<file path="src/rtl/pulse_period_meter_pkg.sv">
// Shared definitions for the pulse-train measurement block.
//   state_e      : FSM state encoding (IDLE=0, MEASURE=1, TIMED_OUT=2)
//   period_width : width of a period value able to hold 0..max_period
package pulse_period_meter_pkg;

    typedef enum logic [1:0] {
        ST_IDLE      = 2'd0,
        ST_MEASURE   = 2'd1,
        ST_TIMED_OUT = 2'd2
    } state_e;

    function automatic int period_width(input int max_period);
        return $clog2(max_period + 1);
    endfunction

endpackage

</file>
<file path="src/rtl/pulse_period_meter_if.sv">
// Pulse-train measurement interface.
//   PULSE_IN     : async pulse train (rising edge is the event)
//   PERIOD_OUT   : last measured period in clock cycles
//   PERIOD_VALID : one-cycle strobe, PERIOD_OUT updated
//   LOCKED       : consecutive periods agree within tolerance
//   TIMEOUT      : no edge seen within the maximum period
// master drives the pulse train and observes results; slave is the meter.
interface pulse_period_meter_if
    import pulse_period_meter_pkg::*;
#(
    parameter int W = period_width(1024)
);
    logic         PULSE_IN;
    logic [W-1:0] PERIOD_OUT;
    logic         PERIOD_VALID;
    logic         LOCKED;
    logic         TIMEOUT;

    modport master (
        output PULSE_IN,
        input  PERIOD_OUT, PERIOD_VALID, LOCKED, TIMEOUT
    );

    modport slave (
        input  PULSE_IN,
        output PERIOD_OUT, PERIOD_VALID, LOCKED, TIMEOUT
    );
endinterface

</file>
<file path="src/rtl/pulse_period_meter_edge_sync.sv">
// Two-flop synchronizer followed by a registered rising-edge detector.
//   CLK_IN  : clock
//   RST_IN  : synchronous active-high reset
//   async_i : asynchronous level input
//   rise_o  : one-cycle pulse, three clock edges after async_i is first sampled high
module edge_sync (
    input  logic CLK_IN,
    input  logic RST_IN,
    input  logic async_i,
    output logic rise_o
);
    logic sync1_q;
    logic sync2_q;
    logic sync3_q;
    logic rise_q;

    always_ff @(posedge CLK_IN) begin
        if (RST_IN) begin
            sync1_q <= 1'b0;
            sync2_q <= 1'b0;
            sync3_q <= 1'b0;
            rise_q  <= 1'b0;
        end else begin
            sync1_q <= async_i;
            sync2_q <= sync1_q;
            sync3_q <= sync2_q;
            rise_q  <= sync2_q & ~sync3_q;
        end
    end

    assign rise_o = rise_q;
endmodule

</file>
<file path="src/rtl/pulse_period_meter.sv">
// Measures the period of a pulse train in CLK_IN cycles, strobes each
// completed period, flags lock when consecutive periods agree within
// TOLERANCE and flags timeout when no edge arrives within MAX_PERIOD cycles.
//   CLK_IN : clock
//   RST_IN : synchronous active-high reset
//   bus    : slave side of pulse_period_meter_if (W must equal period_width(MAX_PERIOD))
//
// state        | meaning
// ST_IDLE      | after reset, waiting for the first edge (no period yet)
// ST_MEASURE   | counting cycles since the last edge
// ST_TIMED_OUT | MAX_PERIOD elapsed without an edge, TIMEOUT held high
module pulse_period_meter
    import pulse_period_meter_pkg::*;
#(
    parameter int MAX_PERIOD = 1024,
    parameter int TOLERANCE  = 0
) (
    input  logic                  CLK_IN,
    input  logic                  RST_IN,
    pulse_period_meter_if.slave   bus
);
    localparam int             W       = period_width(MAX_PERIOD);
    localparam logic [W-1:0]   CNT_MAX = W'(MAX_PERIOD - 1);
    localparam logic [W:0]     TOL_W   = (W+1)'(TOLERANCE);

    logic rise;

    edge_sync u_edge_sync (
        .CLK_IN  (CLK_IN),
        .RST_IN  (RST_IN),
        .async_i (bus.PULSE_IN),
        .rise_o  (rise)
    );

    state_e       state_q, state_d;
    logic [W-1:0] cnt_q, cnt_d;
    logic [W-1:0] period_q, period_d;
    logic [W-1:0] prev_q, prev_d;
    logic         prev_vld_q, prev_vld_d;
    logic         valid_q, valid_d;
    logic         locked_q, locked_d;
    logic         timeout_q, timeout_d;

    logic [W-1:0]      cnt_inc;
    logic signed [W:0] diff;
    logic [W:0]        abs_diff;

    // cnt_inc never exceeds MAX_PERIOD, so it always fits in W bits; the
    // difference gets one extra sign bit so it cannot wrap.
    assign cnt_inc  = cnt_q + W'(1);
    assign diff     = $signed({1'b0, cnt_inc}) - $signed({1'b0, prev_q});
    assign abs_diff = diff[W] ? $unsigned(-diff) : $unsigned(diff);

    always_ff @(posedge CLK_IN) begin
        if (RST_IN) begin
            state_q    <= ST_IDLE;
            cnt_q      <= '0;
            period_q   <= '0;
            prev_q     <= '0;
            prev_vld_q <= 1'b0;
            valid_q    <= 1'b0;
            locked_q   <= 1'b0;
            timeout_q  <= 1'b0;
        end else begin
            state_q    <= state_d;
            cnt_q      <= cnt_d;
            period_q   <= period_d;
            prev_q     <= prev_d;
            prev_vld_q <= prev_vld_d;
            valid_q    <= valid_d;
            locked_q   <= locked_d;
            timeout_q  <= timeout_d;
        end
    end

    always_comb begin
        state_d    = state_q;
        period_d   = period_q;
        prev_d     = prev_q;
        prev_vld_d = prev_vld_q;
        valid_d    = 1'b0;
        locked_d   = locked_q;
        timeout_d  = timeout_q;

        if (rise)
            cnt_d = '0;
        else if (cnt_q == CNT_MAX)
            cnt_d = cnt_q;
        else
            cnt_d = cnt_inc;

        unique case (state_q)
            ST_IDLE: begin
                if (rise)
                    state_d = ST_MEASURE;
            end
            ST_MEASURE: begin
                // rise wins over saturation: an edge at cnt == MAX_PERIOD-1
                // is a valid period of exactly MAX_PERIOD.
                if (rise) begin
                    period_d   = cnt_inc;
                    valid_d    = 1'b1;
                    prev_d     = cnt_inc;
                    prev_vld_d = 1'b1;
                    if (prev_vld_q)
                        locked_d = (abs_diff <= TOL_W);
                end else if (cnt_q == CNT_MAX) begin
                    state_d    = ST_TIMED_OUT;
                    timeout_d  = 1'b1;
                    locked_d   = 1'b0;
                    prev_vld_d = 1'b0;
                end
            end
            ST_TIMED_OUT: begin
                // The interval closed by this edge is not a real period.
                if (rise) begin
                    timeout_d = 1'b0;
                    state_d   = ST_MEASURE;
                end
            end
            default: state_d = ST_IDLE;
        endcase
    end

    assign bus.PERIOD_OUT   = period_q;
    assign bus.PERIOD_VALID = valid_q;
    assign bus.LOCKED       = locked_q;
    assign bus.TIMEOUT      = timeout_q;
endmodule

</file>
<file path="src/flat_wrapper.sv">
// flat-port wrapper written by rule: the top's interface ports become plain ports
module pulse_period_meter_flat import pulse_period_meter_pkg::*;
#(
    parameter int MAX_PERIOD = 1024,
    parameter int TOLERANCE  = 0
)
  (CLK_IN, RST_IN, bus_PULSE_IN, bus_PERIOD_OUT, bus_PERIOD_VALID, bus_LOCKED, bus_TIMEOUT);
  pulse_period_meter_if bus_i ();
  input  logic CLK_IN;
  input  logic RST_IN;
  input wire logic [$bits(bus_i.PULSE_IN)-1:0] bus_PULSE_IN;
  output wire logic [$bits(bus_i.PERIOD_OUT)-1:0] bus_PERIOD_OUT;
  output wire logic [$bits(bus_i.PERIOD_VALID)-1:0] bus_PERIOD_VALID;
  output wire logic [$bits(bus_i.LOCKED)-1:0] bus_LOCKED;
  output wire logic [$bits(bus_i.TIMEOUT)-1:0] bus_TIMEOUT;
  assign bus_i.PULSE_IN = bus_PULSE_IN;
  assign bus_PERIOD_OUT = bus_i.PERIOD_OUT;
  assign bus_PERIOD_VALID = bus_i.PERIOD_VALID;
  assign bus_LOCKED = bus_i.LOCKED;
  assign bus_TIMEOUT = bus_i.TIMEOUT;
  pulse_period_meter #(.MAX_PERIOD(MAX_PERIOD), .TOLERANCE(TOLERANCE)) u_core (.CLK_IN(CLK_IN), .RST_IN(RST_IN), .bus(bus_i));
endmodule
</file>
<file path="config.mk">
export PLATFORM = sky130hd
export DESIGN_NAME = pulse_period_meter_flat
export DESIGN_NICKNAME = d
export VERILOG_FILES = /design/src/rtl/pulse_period_meter_pkg.sv /design/src/rtl/pulse_period_meter_if.sv /design/src/rtl/pulse_period_meter_edge_sync.sv /design/src/rtl/pulse_period_meter.sv /design/src/flat_wrapper.sv
export SDC_FILE = /design/constraint.sdc
export NUM_CORES = 1
export LEC_CHECK = 0
export CAP_MARGIN = 5
export CORE_ASPECT_RATIO = 0.75
export CORE_MARGIN = 3
export CORE_UTILIZATION = 38
export CTS_CLUSTER_SIZE = 24
export DETAILED_ROUTE_END_ITERATION = 8
export PLACE_DENSITY_LB_ADDON = 0.15
export SYNTH_ARGS = -nofsm -noshare
export SYNTH_HDL_FRONTEND = slang
export SYNTH_SLANG_ARGS = --single-unit
</file>
<file path="constraint.sdc">
create_clock -name CLK_IN -period 3.3 [get_ports CLK_IN]
set_clock_uncertainty 0.05 [all_clocks]
set_input_delay 0.825 -clock CLK_IN [delete_from_list [all_inputs] [get_ports CLK_IN]]
set_output_delay 0.825 -clock CLK_IN [all_outputs]
set_load 0.05 [all_outputs]
</file>
## Word-level counts from Yosys, hierarchy flattened

Index checks and enable logic that the tools add are counted.

| operators by class | value |
|---|---|
| muxes and demuxes | 14 |
| bitwise gates (word level) | 3 |
| equality and inequality tests | 8 |
| reduce and logical (&&, ||, !) cells | 11 |
| order comparisons | 1 |
| $add $sub $neg | 3 |

Operator list:

| cell | count |
|---|---|
| <= comparator 12 x 1 -> 1 bit (second input constant) | 1 |
| two-way mux 12 bit | 1 |
| negation 12 bit | 1 |
| subtractor 11 x 11 -> 12 bit | 1 |
| adder 11 x 1 -> 11 bit (second input constant) | 1 |
| equality test 11 x 10 -> 1 bit (second input constant) | 1 |
| two-way mux 1 bit | 8 |
| two-way mux 2 bit | 3 |
| != test 2 x 1 -> 1 bit (second input constant) | 3 |
| AND reduction 3 bit | 2 |
| OR reduction 2 bit | 3 |
| != test 2 bit (second input constant) | 2 |
| case mux 2 bit (2 select lines) | 1 |
| AND reduction 2 bit | 2 |
| AND reduction 4 bit | 1 |
| nonzero test 2 bit | 2 |
| equality test 2 x 1 -> 1 bit (second input constant) | 1 |
| equality test 2 bit (second input constant) | 1 |
| zero test 2 bit | 1 |
| NOT 1 bit | 2 |
| case mux 1 bit (2 select lines) | 1 |
| bitwise AND 1 bit | 1 |

| storage, ports and cells | value |
|---|---|
| bits in registers | 32 |
| output and inout port bits | 14 |
| word-level logic and storage cells | 51 |
| bits of input ports | 3 |

## Longest topological paths before layout

Gate-level depths: netlist of run 1.

| depth | value |
|---|---|
| depth in word-level cells | 7 |
| depth in mapped cells | 14 |
| gate-level depth less buffers | 14 |

## Cells and area by module

From an unflattened synthesis of run 1, not the netlist that was laid out.

| unflattened totals | value |
|---|---|
| cell total of the unflattened synthesis | 249 |
| area, all modules | 2024.4 um^2 |

Modules (own cells, without submodules):

| module | cells each | sequential area each (um^2) | times used | area an instance (um^2) |
|---|---|---|---|---|
| pulse_period_meter | 241 | 560.5 | 1 | 1913.1 |
| edge_sync | 8 | 80.1 | 1 | 111.4 |

## Worst setup path after synthesis of run 1

Ideal clock, no wire load.

| timing path | value |
|---|---|
| path kind | flip-flop to flip-flop |
| start | register u_core.cnt_q[0] |
| end | register u_core.locked_q (netlist: u_core.bus.LOCKED) |
| library setup time | 0.084 ns |
| data arrival time | 2.884 ns |
| period minus slack after synthesis | 3.018 ns |
| cell stages (with the launch flop) | 14 |
| slack | 0.282 ns |
| path buffers | 0 |
| data required time | 3.166 ns |
| path through | dfxtp_1 -> ha_1 -> nand3_1 -> xor2_1 -> inv_1 -> ha_1 -> a21o_1 -> nor3_1 -> a21oi_1 -> a31o_2 -> a21o_1 -> o41ai_1 -> a22oi_1 -> o31ai_2 |

| on the way | value |
|---|---|
| longest elaborated chain between the ends | 7 |
| elaborated cells between the ends (all ways) | 10 |
| those cells by class | add/sub: 3; order compare: 1; eq/ne: 1; mux: 3; reduce/logical: 2 |

Ends and longest elaborated chain:

| what | RTL line | RTL |
|---|---|---|
| start, declared | pulse_period_meter.sv:36 | `logic [W-1:0] cnt_q, cnt_d;` |
| start signal, assigned | pulse_period_meter.sv:66 | `cnt_q <= cnt_d;` |
| adder 11 x 1 -> 11 bit (*) | pulse_period_meter.sv:50 | `assign cnt_inc = cnt_q + W'(1);` |
| via u_core.cnt_inc[4] | pulse_period_meter.sv:44 | `logic [W-1:0] cnt_inc;` |
| subtractor 11 x 11 -> 12 bit (*) | pulse_period_meter.sv:51 | `assign diff = $signed({1'b0, cnt_inc}) - $signed({1'b0, prev_q});` |
| negation 12 bit | pulse_period_meter.sv:52 | `assign abs_diff = diff[W] ? $unsigned(-diff) : $unsigned(diff);` |
| two-way mux 12 bit (*) | pulse_period_meter.sv:52 |  |
| <= comparator 12 x 1 -> 1 bit (*) | pulse_period_meter.sv:106 | `locked_d = (abs_diff <= TOL_W);` |
| two-way mux 1 bit (*) | pulse_period_meter.sv:105 | `if (prev_vld_q)` |
| two-way mux 1 bit (*) | pulse_period_meter.sv:100 | `if (rise) begin` |
| end signal, assigned | pulse_period_meter.sv:71 | `locked_q <= locked_d;` |
| end, declared | pulse_period_meter.sv:41 | `logic locked_q, locked_d;` |

The timed path passes the listed nets; every way through them passes the cells marked *. The select of a mux whose other input is x is not followed.
A chain may end at the register's enable or synchronous reset.

## Worst setup path in the final report of run 1

Same ends and word-level chain as after synthesis.

==> flow_summary_export.csv, run 1 <==
group,metric,value,unit
timing,max_freq,0.324,GHz
critical_path,ff2ff_path_depth,14,
final_layout,multiInputGateArea,1300,sq um
critical_path,worstReg2RegStart,"u_core.cnt_q[0]$_SDFFE_PP0N_",
logic_synthesis,synth.most_common_cell,"sky130_fd_sc_hd__dfxtp_1",
clocking,clk_pin_slew,0.07,ns
timing,layout_worst_path_cycle_share,93.7,%
final_layout,sequential_cell_area,646,sq um
timing,setup_total_negative_slack,0,ns
place,routabilityCongestion,0.773,
detailed_routing,drt_iter0_drc,91,
critical_path,crit_arrival,3.21,ns
grt,grt_pass1_vias,1647,
flow_run,max-cap-violations,0,
place,placed_cell_area,2250,sq um
final_layout,nNetsFinal,278,
place,placement.setup.worst_slack,-0.0287,ns
timing,finalHoldViolCount,0,
clocking,cts.root.buffer_cell,"sky130_fd_sc_hd__clkbuf_8",
critical_path,start_kind,"flop",
logic_synthesis,seq_area_frac_synth,32.5,%
clocking,insertion_delay_of_the_later_clocked_pin_in_the_worst_skew_pair,0.28,ns
logic_synthesis,synthTopCellsByArea,"sky130_fd_sc_hd__dfxtp_1 32%, sky130_fd_sc_hd__ha_1 7.6%, sky130_fd_sc_hd__a211oi_1 4.6%, sky130_fd_sc_hd__inv_1 4.4%, sky130_fd_sc_hd__a21oi_1 4.1%",
power_and_ir_drop,net-switching-power,277,uW
detailed_routing,wirelength,4450,microns
detailed_routing,detailroute.via_count,1681,
critical_path,timing.critical_path.required,3.42,ns
critical_path,r2r_end,"u_core.bus.LOCKED$_SDFFE_PP0P_",
logic_synthesis,synth_largest_area_cell,"sky130_fd_sc_hd__dfxtp_1",
power_and_ir_drop,peakVddDrop,0.179,mV
logic_synthesis,synth.top_cell.area_share,32.5,%
die,fp.dieArea,6100,sq um
final_layout,fraction_of_layout_cells_with_a_size_suffix_above_1,15.6,%
grt,grt_first_pass_wirelength,7800,microns
logic_synthesis,async_flop_share,0,%
grt,grt_overflow,0,
die,io_pins,17,
power_and_ir_drop,p_seq_share,42.5,%
logic_synthesis,yosys_register_bits,32,
worst_hold_path,hold_path.startpoint,"u_core.u_edge_sync.sync3_q$_SDFF_PP0_",
critical_path,setup_crit_end_kind,"flop",
logic_synthesis,mappedNetlistArea,1970,sq um
power_and_ir_drop,power.density_cell_area,387,nW/um^2
worst_hold_path,hold_depth,1,
logic_synthesis,synth-edff-count,0,
timing,worst_slew_margin_rel,55.1,%
detailed_routing,average_vias_per_placed_instance,5.20,
detailed_routing,detailedRoute.firstPassIterationCount,4,
timing,report.final.setup_viol,0,
critical_path,maximum_fanout_along_the_worst_path,5,
logic_synthesis,yosysUniqueCellTypes,52,
worst_hold_path,worst_hold_path.endpoint,"u_core.u_edge_sync.rise_o$_SDFF_PP0_",
timing,post-route-min-period,3.09,ns
critical_path,r2r_setup_slack,0.21,ns
grt,number_of_antenna_violations_at_the_first_check_in_global_routing,0,
power_and_ir_drop,power.leakage,0.000973,uW
clocking,tritoncts_clock_tree,"done",
die,core-area,4950,sq um
timing,final.setup.worst_slack,0.209,ns
worst_hold_path,min_delay_worst_type,"flop to flop",
logic_synthesis,synthesis.yosys.warnings,0,
grt,grt_util_all_layers,16.5,%
clocking,clockBufferDepth,2,
place,io_buffers,16,
die,std_cell_rows,22,
power_and_ir_drop,pwr-share-clk,33.3,%
logic_synthesis,synth_commonest_cells,"32 x sky130_fd_sc_hd__dfxtp_1, 23 x sky130_fd_sc_hd__inv_1, 18 x sky130_fd_sc_hd__nor2_1",
detailed_routing,route.detailed.drc,0,
detailed_routing,post_drt_wl_per_cell,13.8,microns
timing,timing_max_transition_violations_final,0,
place,place.detailed.hpwl,3350,microns
power_and_ir_drop,switching_share,29.4,%
logic_synthesis,synth_fp_nets,251,
power_and_ir_drop,internal-power,665,uW
final_layout,nFillCells,500,
critical_path,critical_path_class,"flop to flop",
die,dieHeight,68.4,microns
final_layout,postLayoutCellArea,2430,sq um
final_layout,number_of_diodes,0,
power_and_ir_drop,report.power.total,942,uW
final_layout,growth_of_design_area_from_synthesis_to_finish,23.3,%
logic_synthesis,dominantRegCellSynth,"sky130_fd_sc_hd__dfxtp_1",
logic_synthesis,syn_inst,235,
die,chipWidth,89.2,microns
power_and_ir_drop,share_comb_of_total_power,24.2,%
timing,tightestPinTransition,0.673,ns
final_layout,final_core_utilization,49.1,%
clocking,numCtsBuffers,5,
clocking,clkSinkCount,32,
grt,grt_max_degree,21,
logic_synthesis,postSynthAreaPerCell,8.40,sq um
clocking,htreeDepth,2,
detailed_routing,postRouteAntennaNets,0,
outcome,outcome,"finished clean",
die,start_util,39.8,%
[registers in the layout (all words and copies together) (netlist names)]
| register | flops |
|---|---|
| u_core.bus.LOCKED | 1 |
| u_core.bus.PERIOD_OUT | 11 |
| u_core.bus.PERIOD_VALID | 1 |
| u_core.bus.TIMEOUT | 1 |
| u_core.cnt_q | 11 |
| u_core.prev_vld_q | 1 |
| u_core.state_q | 2 |
| u_core.u_edge_sync.rise_o | 1 |
| u_core.u_edge_sync.sync1_q | 1 |
| u_core.u_edge_sync.sync2_q | 1 |
| u_core.u_edge_sync.sync3_q | 1 |
[how the worst max path moves through the flow]
stage	startpoint	end	slack, ns	cells past startpoint
2_1_floorplan	u_core.cnt_q[0]$_SDFFE_PP0N_	u_core.bus.LOCKED$_SDFFE_PP0P_	0.28	13
3_3_place_gp	u_core.cnt_q[2]$_SDFFE_PP0N_	u_core.bus.LOCKED$_SDFFE_PP0P_	-0.10	13
3_5_place_dp	u_core.cnt_q[2]$_SDFFE_PP0N_	u_core.bus.LOCKED$_SDFFE_PP0P_	-0.03	13
4_1_cts	u_core.cnt_q[0]$_SDFFE_PP0N_	u_core.bus.LOCKED$_SDFFE_PP0P_	0.007	13
5_1_grt	u_core.cnt_q[3]$_SDFFE_PP0N_	u_core.bus.LOCKED$_SDFFE_PP0P_	-0.02	13
6_report	u_core.cnt_q[0]$_SDFFE_PP0N_	u_core.bus.LOCKED$_SDFFE_PP0P_	0.21	14
[stage by stage]
stage                     hold WS, ns  instances
after floorplan                 0.317        235
after global placement          0.321        313
after detailed placement        0.322        313
after CTS                       0.326        321
after global routing            0.351        323
final                           0.328        323
[layer usage]
layer | vias to the layer above | part of all wire [%] | GRT usage, %
met1 | 763 | 54 | 24.0
li1 | 884 | - | -
met5 | - | 0 | 0
met4 | 0 | 0.22 | 2.97
met2 | 32 | 42 | 24.8
met3 | 2 | 3.4 | 4.09
[power by group through the flow]
| stage | clock (uW) | sequential (uW) | combinational [uW] |
|---|---|---|---|
| 2_1_floorplan | 0 | 413 | 158 |
| 3_3_place_gp | 0 | 408 | 211 |
| 3_5_place_dp | 0 | 408 | 211 |
| 4_1_cts | 320 | 399 | 212 |
| 5_1_grt | 337 | 401 | 257 |
| 6_report | 314 | 400 | 228 |
[cells by family after synthesis]
group / after synthesis / share of synthesized area (%)
fa+ha+maj: 13 / 8.62
buf+inv: 30 / 5.71
simple gates: 85 / 23.5
compound gates: 56 / 20.4
flops: 32 / 32.5
xor+xnor: 18 / 8.75
mux: 1 / 0.507
[cell type report]
type                    count  area share [%]
multi-input cells         173            53.3
clock buffers               8            3.70
well taps                  60            3.09
flip-flops and latches     32            26.5
inverters                  24            3.70
repair buffers             26            9.67
[worst max-delay path, cell delays in order (launching register included)]
cell,delay (ns)
sky130_fd_sc_hd__dfxtp_2,0.36
sky130_fd_sc_hd__ha_2,0.20
sky130_fd_sc_hd__nand2_1,0.10
sky130_fd_sc_hd__nor2_4,0.14
sky130_fd_sc_hd__and3_1,0.23
sky130_fd_sc_hd__xor2_1,0.24
sky130_fd_sc_hd__ha_1,0.31
sky130_fd_sc_hd__inv_1,0.12
sky130_fd_sc_hd__nor3_1,0.07
sky130_fd_sc_hd__a2111oi_1,0.42
sky130_fd_sc_hd__o211ai_1,0.15
sky130_fd_sc_hd__buf_4,0.18
sky130_fd_sc_hd__o2111ai_1,0.10
sky130_fd_sc_hd__o311a_1,0.25
sky130_fd_sc_hd__o31ai_2,0.07
[placed cells by master (no fill, tap or decap), drive strengths merged, types with 3 or more instances in the layout]
| cell type | synthesis | final |
|---|---|---|
| dfxtp | 32 | 32 |
| inv | 24 | 24 |
| nor2 | 18 | 18 |
| clkdlybuf4s50 | 0 | 16 |
| a21oi | 16 | 16 |
| nand2 | 12 | 12 |
| a211oi | 12 | 12 |
| nand3 | 12 | 12 |
| ha | 12 | 12 |
| buf | 1 | 10 |
| xnor2 | 10 | 10 |
| nor2b | 9 | 9 |
| xor2 | 8 | 8 |
| clkbuf | 5 | 8 |
| nand2b | 7 | 7 |
| nor3 | 7 | 7 |
| a21o | 4 | 4 |
| o22ai | 4 | 4 |
| and3 | 3 | 3 |
| and2 | 3 | 3 |
| o21ai | 3 | 3 |
| nor3b | 3 | 3 |
| or2 | 3 | 3 |
[what timing repair did]
item / in CTS / in global routing
resized for setup: 0 / 20
hold buffers: 0 / 0
endpoints found under the setup margin: 1 / 1
buffers inserted: 0 / 2
pin swaps: 1 / 3
Power figures use the tool's default switching activity.
==> run 2, diff against run 1 <==
--- a/config.mk
+++ b/config.mk
@@ -9,9 +9,8 @@
 export CORE_ASPECT_RATIO = 0.75
 export CORE_MARGIN = 3
 export CORE_UTILIZATION = 38
-export CTS_CLUSTER_SIZE = 24
 export DETAILED_ROUTE_END_ITERATION = 8
-export PLACE_DENSITY_LB_ADDON = 0.15
+export PLACE_DENSITY = 0.68
 export SYNTH_ARGS = -nofsm -noshare
 export SYNTH_HDL_FRONTEND = slang
 export SYNTH_SLANG_ARGS = --single-unit
==> run 2 against run 1 <==
Core utilization increased by 2.8 points. Global-route usage decreased by 0.27 points. Non-clock buffer count increased by 9. Hold slack improved by 0.0052 ns. Sequential share of layout area decreased by 0.98 points. Die area unchanged. Flip-flop and latch count unchanged. Critical endpoint unchanged. Combinational power increased by 6%. Highest routed layer unchanged. Critical path depth decreased by 1. Sequential power about the same.
==> flow_summary_export.csv, run 2 (synthesis results as in run 1) <==
group,metric,value,unit
critical_path,ff2ff_path_depth,13,
place,placement.setup.worst_slack,0.0106,ns
final_layout,growth_of_design_area_from_synthesis_to_finish,30.2,%
grt,grt_pass1_vias,1669,
grt,grt_max_degree,21,
detailed_routing,average_vias_per_placed_instance,5.32,
die,start_util,39.8,%
die,core-area,4950,sq um
power_and_ir_drop,switching_share,30.4,%
timing,setup_total_negative_slack,0,ns
grt,number_of_antenna_violations_at_the_first_check_in_global_routing,0,
grt,grt_overflow,0,
critical_path,crit_arrival,3.21,ns
detailed_routing,detailedRoute.firstPassIterationCount,4,
critical_path,timing.critical_path.required,3.42,ns
critical_path,critical_path_class,"flop to flop",
detailed_routing,route.detailed.drc,0,
critical_path,r2r_end,"u_core.bus.LOCKED$_SDFFE_PP0P_",
place,routabilityCongestion,0.800,
outcome,outcome,"finished clean",
critical_path,worstReg2RegStart,"u_core.cnt_q[1]$_SDFFE_PP0N_",
clocking,cts.root.buffer_cell,"sky130_fd_sc_hd__clkbuf_8",
timing,post-route-min-period,3.09,ns
clocking,clockBufferDepth,2,
critical_path,r2r_setup_slack,0.21,ns
detailed_routing,detailroute.via_count,1762,
timing,layout_worst_path_cycle_share,93.6,%
power_and_ir_drop,pwr-share-clk,30.8,%
final_layout,multiInputGateArea,1370,sq um
power_and_ir_drop,power.density_cell_area,361,nW/um^2
power_and_ir_drop,peakVddDrop,0.181,mV
clocking,numCtsBuffers,5,
detailed_routing,post_drt_wl_per_cell,13.8,microns
die,std_cell_rows,22,
place,place.detailed.hpwl,3370,microns
detailed_routing,drt_iter0_drc,73,
clocking,hold_buffers,0,
worst_hold_path,min_delay_worst_type,"flop to flop",
timing,max_freq,0.324,GHz
clocking,clkSinkCount,32,
clocking,htreeDepth,2,
critical_path,maximum_fanout_along_the_worst_path,5,
timing,timing_max_transition_violations_final,0,
final_layout,nNetsFinal,287,
final_layout,final_core_utilization,51.9,%
detailed_routing,wirelength,4570,microns
critical_path,worst_setup_ep,"u_core.bus.LOCKED$_SDFFE_PP0P_",
critical_path,setup_crit_end_kind,"flop",
final_layout,final_common_cell,"sky130_fd_sc_hd__dfxtp_1",
die,io_pins,17,
timing,final.setup.worst_slack,0.212,ns
place,io_buffers,16,
power_and_ir_drop,p_seq_share,43.1,%
die,chipWidth,89.2,microns
power_and_ir_drop,share_comb_of_total_power,26.1,%
clocking,tritoncts_clock_tree,"done",
timing,report.final.setup_viol,0,
timing,tightestPinTransition,0.626,ns
power_and_ir_drop,internal-power,645,uW
die,fp.dieArea,6100,sq um
timing,worst_slew_margin_rel,58.3,%
grt,grt_util_all_layers,16.2,%
final_layout,fraction_of_layout_cells_with_a_size_suffix_above_1,23.2,%
die,dieHeight,68.4,microns
clocking,clk_pin_slew,0.07,ns
final_layout,final-instance-count-excl-fill,331,
power_and_ir_drop,net-switching-power,282,uW
detailed_routing,postRouteAntennaNets,0,
critical_path,start_kind,"flop",
final_layout,sequential_cell_area,657,sq um
flow_run,max-cap-violations,0,
place,dpl.cell_count,316,
final_layout,most-common-layout-cells,"27 x sky130_fd_sc_hd__dfxtp_1, 22 x sky130_fd_sc_hd__inv_1, 19 x sky130_fd_sc_hd__buf_4",
power_and_ir_drop,power.leakage,0.00102,uW
timing,finalHoldViolCount,0,
grt,grt_first_pass_wirelength,7610,microns
clocking,insertion_delay_of_the_later_clocked_pin_in_the_worst_skew_pair,0.29,ns
final_layout,number_of_diodes,0,
final_layout,nFillCells,490,
critical_path,crit_path_start,"u_core.cnt_q[1]$_SDFFE_PP0N_",
run 2: changes by cell type in the layout (fill, tap and decap cells not counted), sizes merged:
cell,delta
clkbuf,-2
buf,+9
clkinv,+1
run 2: what timing repair did:
action,4_1_cts,5_1_grt
buffers inserted,0,8
resized for setup,0,38
endpoints found under the hold margin,0,0
setup endpoints to repair,1,1
pin swaps,1,16
run 2: routing by layer:
layer	vias up	wire length, microns	GRT usage [%]	part of all wire (%)
met5	-	0	0	0
met4	0	53	5.02	1.2
met3	7	196	3.97	4.3
met2	33	2010	25.2	44
met1	821	2310	22.2	50
li1	901	-	-	-
run 2: cell type report:
type                       count  share of cell area (%)
tap                           60                    2.92
clock inverter                 1                   0.195
timing repair buffer          35                    11.8
inverter                      24                    3.51
sequential                    32                    25.6
multi-input combinational    173                    53.2
clock buffer                   6                    2.82
run 2: metrics by stage:
| stage | instance area, sq um | power (uW) | hold WS, ns |
|---|---|---|---|
| after floorplan | 1970 | 571 | 0.317 |
| after global placement | 2270 | 620 | 0.322 |
| after detailed placement | 2270 | 622 | 0.327 |
| after CTS | 2350 | 905 | 0.335 |
| after global routing | 2570 | 975 | 0.346 |
| final | 2570 | 926 | 0.333 |
run 2: power groups by stage:
stage | Combinational, uW | Sequential (uW) | Clock (uW)
after floorplan | 158 | 413 | 0
after global placement | 212 | 408 | 0
after detailed placement | 215 | 407 | 0
after CTS | 216 | 399 | 291
after global routing | 270 | 400 | 305
final | 242 | 399 | 286
run 2: critical path: stages (launching register included):
cell,delay [ns]
sky130_fd_sc_hd__dfxtp_4,0.38
sky130_fd_sc_hd__ha_4,0.16
sky130_fd_sc_hd__nand2_1,0.06
sky130_fd_sc_hd__nor2_2,0.17
sky130_fd_sc_hd__and3_1,0.24
sky130_fd_sc_hd__xor2_1,0.24
sky130_fd_sc_hd__ha_1,0.31
sky130_fd_sc_hd__inv_1,0.12
sky130_fd_sc_hd__nor3_1,0.07
sky130_fd_sc_hd__a2111oi_0,0.41
sky130_fd_sc_hd__o211ai_1,0.29
sky130_fd_sc_hd__o2111ai_1,0.20
sky130_fd_sc_hd__o311a_1,0.21
sky130_fd_sc_hd__o31ai_2,0.07
run 2: worst min-delay path by stage:
stage                                                 endpoint  slack, ns  cells past startpoint                             startpoint
after floorplan           u_core.u_edge_sync.rise_o$_SDFF_PP0_       0.32                      1  u_core.u_edge_sync.sync3_q$_SDFF_PP0_
after global routing      u_core.u_edge_sync.rise_o$_SDFF_PP0_       0.35                      1  u_core.u_edge_sync.sync3_q$_SDFF_PP0_
final                     u_core.u_edge_sync.rise_o$_SDFF_PP0_       0.33                      1  u_core.u_edge_sync.sync3_q$_SDFF_PP0_
after global placement    u_core.u_edge_sync.rise_o$_SDFF_PP0_       0.32                      1  u_core.u_edge_sync.sync3_q$_SDFF_PP0_
after detailed placement  u_core.u_edge_sync.rise_o$_SDFF_PP0_       0.33                      1  u_core.u_edge_sync.sync3_q$_SDFF_PP0_
after CTS                 u_core.u_edge_sync.rise_o$_SDFF_PP0_       0.34                      1  u_core.u_edge_sync.sync3_q$_SDFF_PP0_
